`src/rtl/mem_replay_reader.sv`:
```
// rtl/mem_replay_reader.sv - replays a burst-address window from memory into a FIFO, N times or forever
module mem_replay_reader #(
    parameter int FIFO_DATA_WIDTH    = 72,
    parameter int MEM_ADDR_WIDTH     = 19,
    parameter int MEM_DATA_WIDTH     = 36,
    parameter int BURST_LENGTH       = 2,
    parameter int MAX_OUTSTANDING    = 16,
    parameter int REPLAY_COUNT_WIDTH = 32
) (
    input  logic                          clk,
    input  logic                          rst,
    input  logic                          sw_rst,
    input  logic                          cal_done,
    output logic                          mem_r_n,
    input  logic                          mem_rd_full,
    output logic [MEM_ADDR_WIDTH-1:0]     mem_ad_rd,
    input  logic                          mem_qr_valid,
    input  logic [MEM_DATA_WIDTH-1:0]     mem_qrl,
    input  logic [MEM_DATA_WIDTH-1:0]     mem_qrh,
    output logic                          fifo_wr_en,
    output logic [FIFO_DATA_WIDTH-1:0]    fifo_data,
    input  logic                          fifo_full,
    input  logic                          fifo_almost_full,
    input  logic [MEM_ADDR_WIDTH-1:0]     mem_addr_low,
    input  logic [MEM_ADDR_WIDTH-1:0]     mem_addr_high,
    input  logic [REPLAY_COUNT_WIDTH-1:0] replay_count,
    input  logic                          start_replay,
    input  logic                          stop_replay,
    output logic                          busy,
    output logic                          done,
    output logic                          overflow,
    output logic [REPLAY_COUNT_WIDTH-1:0] replays_left
);

    localparam int OW = $clog2(MAX_OUTSTANDING + 1) + 1;
    localparam logic [OW-1:0] BEATS   = OW'(BURST_LENGTH / 2);
    localparam logic [OW-1:0] MAX_OUT = OW'(MAX_OUTSTANDING);

    typedef enum logic [1:0] {IDLE, RUN, DRAIN, DONE} state_t;

    state_t                          state;
    logic                            start_d;
    logic [MEM_ADDR_WIDTH-1:0]       low_q;
    logic [MEM_ADDR_WIDTH-1:0]       high_q;
    logic [MEM_ADDR_WIDTH-1:0]       addr;
    logic [REPLAY_COUNT_WIDTH-1:0]   count_q;
    logic [OW-1:0]                   outstanding;

    logic          start_edge;
    logic          beat_ret;
    logic [OW-1:0] out_net;
    logic          window_ok;
    logic          gap_ok;
    logic          at_end;
    logic          issue;

    assign start_edge = start_replay & ~start_d;
    // Beats arriving with nothing outstanding belong to a request abandoned by reset.
    assign beat_ret   = mem_qr_valid && (outstanding != '0);
    assign out_net    = outstanding - OW'(beat_ret);
    assign window_ok  = low_q < high_q;
    // A 4-beat burst occupies the read port for two cycles.
    assign gap_ok     = (BURST_LENGTH != 4) || mem_r_n;
    assign at_end     = addr == (high_q - MEM_ADDR_WIDTH'(1));
    assign issue      = (state == RUN) && !stop_replay && window_ok && cal_done &&
                        !mem_rd_full && !fifo_almost_full && gap_ok &&
                        ((out_net + BEATS) <= MAX_OUT);

    always_ff @(posedge clk or posedge rst) begin
        if (rst) begin
            state        <= IDLE;
            start_d      <= 1'b0;
            low_q        <= '0;
            high_q       <= '0;
            addr         <= '0;
            count_q      <= '0;
            outstanding  <= '0;
            mem_r_n      <= 1'b1;
            mem_ad_rd    <= '0;
            fifo_wr_en   <= 1'b0;
            fifo_data    <= '0;
            busy         <= 1'b0;
            done         <= 1'b0;
            overflow     <= 1'b0;
            replays_left <= '0;
        end else if (sw_rst) begin
            state        <= IDLE;
            start_d      <= 1'b0;
            low_q        <= '0;
            high_q       <= '0;
            addr         <= '0;
            count_q      <= '0;
            outstanding  <= '0;
            mem_r_n      <= 1'b1;
            mem_ad_rd    <= '0;
            fifo_wr_en   <= 1'b0;
            fifo_data    <= '0;
            busy         <= 1'b0;
            done         <= 1'b0;
            overflow     <= 1'b0;
            replays_left <= '0;
        end else begin
            start_d     <= start_replay;
            mem_r_n     <= !issue;
            outstanding <= out_net + (issue ? BEATS : '0);
            fifo_wr_en  <= mem_qr_valid && !fifo_full;
            done        <= 1'b0;
            if (issue) begin
                mem_ad_rd <= addr;
            end
            if (mem_qr_valid && !fifo_full) begin
                fifo_data <= FIFO_DATA_WIDTH'({mem_qrh, mem_qrl});
            end
            if (mem_qr_valid && fifo_full) begin
                overflow <= 1'b1;
            end

            case (state)
                IDLE: begin
                    if (start_edge) begin
                        low_q        <= mem_addr_low;
                        high_q       <= mem_addr_high;
                        count_q      <= replay_count;
                        addr         <= mem_addr_low;
                        replays_left <= replay_count;
                        busy         <= 1'b1;
                        state        <= RUN;
                    end
                end
                RUN: begin
                    if (stop_replay || !window_ok) begin
                        state <= DRAIN;
                    end else if (issue) begin
                        if (at_end) begin
                            addr <= low_q;
                            // A latched count of zero means replay until stopped.
                            if (count_q != '0) begin
                                replays_left <= replays_left - REPLAY_COUNT_WIDTH'(1);
                                if (replays_left == REPLAY_COUNT_WIDTH'(1)) begin
                                    state <= DRAIN;
                                end
                            end
                        end else begin
                            addr <= addr + MEM_ADDR_WIDTH'(1);
                        end
                    end
                end
                DRAIN: begin
                    if (outstanding == '0) begin
                        busy  <= 1'b0;
                        done  <= 1'b1;
                        state <= DONE;
                    end
                end
                DONE: begin
                    state <= IDLE;
                end
                default: begin
                    state <= IDLE;
                end
            endcase
        end
    end

endmodule

```
`config.mk`:
```
export PLATFORM = sky130hd
export DESIGN_NAME = mem_replay_reader
export DESIGN_NICKNAME = d
export VERILOG_FILES = /design/src/rtl/mem_replay_reader.sv
export SDC_FILE = /design/constraint.sdc
export NUM_CORES = 1
export LEC_CHECK = 0
export ABC_AREA = 1
export CORE_MARGIN = 2
export CORE_UTILIZATION = 45
export DETAILED_ROUTE_END_ITERATION = 7
export PLACE_DENSITY = 0.84
export SYNTH_ARGS = -nofsm -noshare
export SYNTH_HDL_FRONTEND = slang
export SYNTH_SLANG_ARGS = --single-unit
```
`constraint.sdc`:
```
create_clock -name clk -period 26 [get_ports clk]
set_clock_uncertainty 0.05 [all_clocks]
set_input_delay 7.8 -clock clk [delete_from_list [all_inputs] [get_ports clk]]
set_output_delay 7.8 -clock clk [all_outputs]
set_load 0.02 [all_outputs]
```
==> results.tsv <==
metric	value	unit
crit path capture type	flop	
Max stage delay on crit path	0.52	ns
hold buffer count at cts	0	
area leader, netlist	dfrtp_1	
syn avg cell area	7.424	um2
P_leak	0.007898	uW
Period minus WS final	10.68	ns
Final Setup Violations	0	
worst vdd ir	0.06656	mV
dpl ws	14.76	ns
slowest stage cell, crit path	clkdlybuf4s50_1	
CP Max Fanout	23	
share of Yosys cell area claimed by the top area cell type	45.77	%
All-Layer GR Usage	26.43	%
ANT cells	0	
cell area power density	87.41	nW/um2
Hold Path Sink	busy	
run status	completed	
clk sinks	226	
worst r2r dst	replays_left[26]	
CTS tree	built	
required time of the critical path	26.37	ns
nets	2067	
worst min path class	reg -> reg	
TNS Setup	0	ns
post-synthesis sequential area ratio	45.98	%
DR pass1 iterations	6	
initial antenna violation count	0	
area grow syn2layout	31.33	%
Crit Path Class	in -> reg	
Pins Over Slew Limit	0	
crit path cell chain	clkdlybuf4s50_1 > nand2_1 > inv_1 > ha_1 > ha_1 > xor2_1 > nand2_1 > nor2_1 > nand2_1 > nand2_1 > nand3_1 > nor2_2 > inv_1 > nor2_1 > ha_1 > nand2_1 > inv_1 > a21oi_1 > a211oi_1	
final WL	38830	um
vias in the first global route	11550	
Slew @ Worst Pin	0.9759	ns
Post-Syn Instances	1657	
fin crit share	41.09	%
starting density of the core	45.77	%
Synthesis Warnings	0	
post-synthesis net count	1837	
reg2reg setup slack	21.97	ns
WHS Path Cells	1	
ANT nets after route	0	
Worst Reg-to-Reg Cells	14	
PortBufs	279	
Top Family by Delay on Critical Path	simple AND/OR/NAND/NOR gates	
CP dominant cell by count	nand2_1	
fin util	60.11	%
DR vias	12260	
grt ovf	0	
#FFs+latches synth	226	
Root Buffer	clkbuf_16	
first-pass GRT wire length	61110	um
Worst-Skew Late Latency	0.54	ns
clock buffer depth	3	
Detailed Route Iter0 Violations	1294	
largest cells by area after synthesis	dfrtp_1 46%, nand2_1 15%, nand3_1 10%, o21ai_0 4.9%, inv_1 4.1%	
pin count of the biggest net entering global routing	96	
Crit. path cell count	19	
die area	28680	um2
post-route setup slack	15.32	ns
critical path data arrival time	11.06	ns
reg2reg start	high_q[1]	
Chip Width	169.3	um
proportion of layout cells with a drive suffix above 1	4.149	%
core area	26880	um2
routed len/inst	17.30	um
post-synthesis cell type count	38	
clock-pin slew on the worst setup and hold paths	0.06	ns
Die Span Y	169.3	um
H-tree depth	1	
post-DR vias/cell	5.463	
Post-CTS Setup Bufs	0	
DR DRC count	0	
Buffers & Inverters on Critical Path	4	
relative slew slack	34.94	%
Startpoint Class	input pin	
site row count	60	
Ports	280	
CTS resizes	0	
clock buffer count from CTS	25	
Max Clk Rate	0.09360	GHz
max cap viols	0	
GP Congestion	0.9351	
RSZ-0062 raised after global routing	no	
synthesized area	12300	um2
Final HPWL DP	27210	um
Worst Hold Launch	busy	
final hold vios	0	
==> how the worst max path moves through the flow <==
stage | startpoint | end | slack, ns
5_1_grt | mem_qr_valid | outstanding[4] | 14.99
4_1_cts | mem_qr_valid | outstanding[4] | 15.32
6_report | mem_qr_valid | outstanding[4] | 15.32
3_5_place_dp | mem_qr_valid | outstanding[4] | 14.76
2_1_floorplan | rst | addr[0] | 11.96
3_3_place_gp | mem_qr_valid | replays_left[19] | 14.92
==> cell families after synthesis <==
group,Yosys count,share of synthesized area [%]
flip-flops,226,45.98
XOR/XNOR,40,2.848
adder cells (fa/ha/maj),28,2.848
AO/OA/AOI/OAI,167,7.211
buffers and inverters,227,7.170
AND/OR/NAND/NOR,969,33.94
==> final cells by class <==
cell class                      instances  area, um2
Fill cell                            2367      10720
Multi-Input combinational cell       1204       5778
Sequential cell                       226       5657
Timing Repair Buffer                  291       2883
Clock buffer                           34      709.4
Inverter                              139      534.3
Tap cell                              341      426.7
Clock inverter                         10      167.7
==> layer usage <==
layer / up-vias / part of all wire, % / GRT usage [%]
li1: 5842 / - / -
met1: 5764 / 41 / 35.80
met2: 567 / 48 / 44.13
met3: 91 / 7.7 / 3.801
met4: 0 / 3.3 / 8.101
met5: - / 0 / 0
==> Yosys cell counts <==
| cell | n |
|---|---|
| clkinv_1 | 1 |
| a21oi_1 | 26 |
| and2_1 | 1 |
| o21bai_1 | 2 |
| nand3_1 | 254 |
| o21ai_1 | 3 |
| buf_2 | 15 |
| nor3_1 | 16 |
| o211ai_1 | 2 |
| o21a_1 | 2 |
| nor3b_1 | 1 |
| o221ai_1 | 5 |
| nor2_2 | 7 |
| nor4_1 | 8 |
| nand3b_1 | 9 |
| a211oi_1 | 1 |
| o21ai_0 | 121 |
| xnor2_1 | 14 |
| nor2_1 | 133 |
| buf_4 | 3 |
| ha_1 | 28 |
| nand4_1 | 29 |
| nand3_2 | 2 |
| a32o_1 | 2 |
| dfstp_2 | 1 |
| nand2_1 | 498 |
| a31oi_1 | 2 |
| clkbuf_1 | 66 |
| dfrtp_1 | 225 |
| o31ai_1 | 1 |
| inv_1 | 135 |
| buf_1 | 4 |
| inv_2 | 3 |
| or2_2 | 7 |
| xor2_1 | 26 |
| or2_0 | 1 |
| nand2b_1 | 1 |
| nor2_4 | 2 |
==> placed cells by master, fill, tap and decap left out, types with 2 or more instances in the layout <==
cell	instances
nand2_1	496
clkdlybuf4s50_1	279
nand3_1	254
dfrtp_1	225
inv_1	134
nor2_1	132
o21ai_0	121
nand4_1	29
ha_1	27
xor2_1	26
a21oi_1	26
clkbuf_16	25
nor3_1	16
xnor2_1	14
buf_4	12
nand3b_1	9
nor4_1	8
nor2_2	7
or2_2	7
o221ai_1	5
clkbuf_8	5
clkbuf_1	4
clkinv_2	4
bufinv_16	4
nor2_4	3
o21ai_1	3
inv_2	2
nand3_2	2
o21bai_1	2
o21a_1	2
a31oi_1	2
o211ai_1	2
a32o_1	2
nand2_2	2
==> per-stage QoR <==
stage	hold slack, ns	cells	instance area (um2)	power (uW)
final	0.4503	2245	16160	1412
after global routing	0.4759	2245	16160	1498
after CTS	0.4546	2245	16160	1410
after detailed placement	0.4403	2201	15280	1024
after global placement	0.4302	2201	15280	1010
after floorplan	0.4175	1657	12300	837.8
==> flip-flops by register name, summed over array words and instances, names as in the netlist, 6 cells and up <==
| name | cells |
|---|---|
| outstanding | 6 |
| mem_ad_rd | 19 |
| count_q | 32 |
| fifo_data | 72 |
| replays_left | 32 |
| addr | 19 |
| low_q | 19 |
| high_q | 19 |
==> where the power goes <==
part / internal [uW] / leakage [uW] / switching [uW] / total [uW]
clock network: 231 / 0.000431 / 150 / 381
registers: 410 / 0.00302 / 86.8 / 497
logic: 200 / 0.00445 / 334 / 534
==> worst register-to-register path, cell delays in order (launching register included) <==
cell	delay, ns
dfrtp_1	0.36
inv_1	0.14
ha_1	0.33
nand2_1	0.14
nor2_2	0.25
xor2_1	0.17
nand4_1	0.12
nor2_2	0.73
nand2_1	0.71
nand2_1	0.25
nand2_1	0.08
nor2_2	0.08
buf_4	0.36
nand2_1	0.12
nand2_1	0.09
Power figures use the tool's default switching activity.
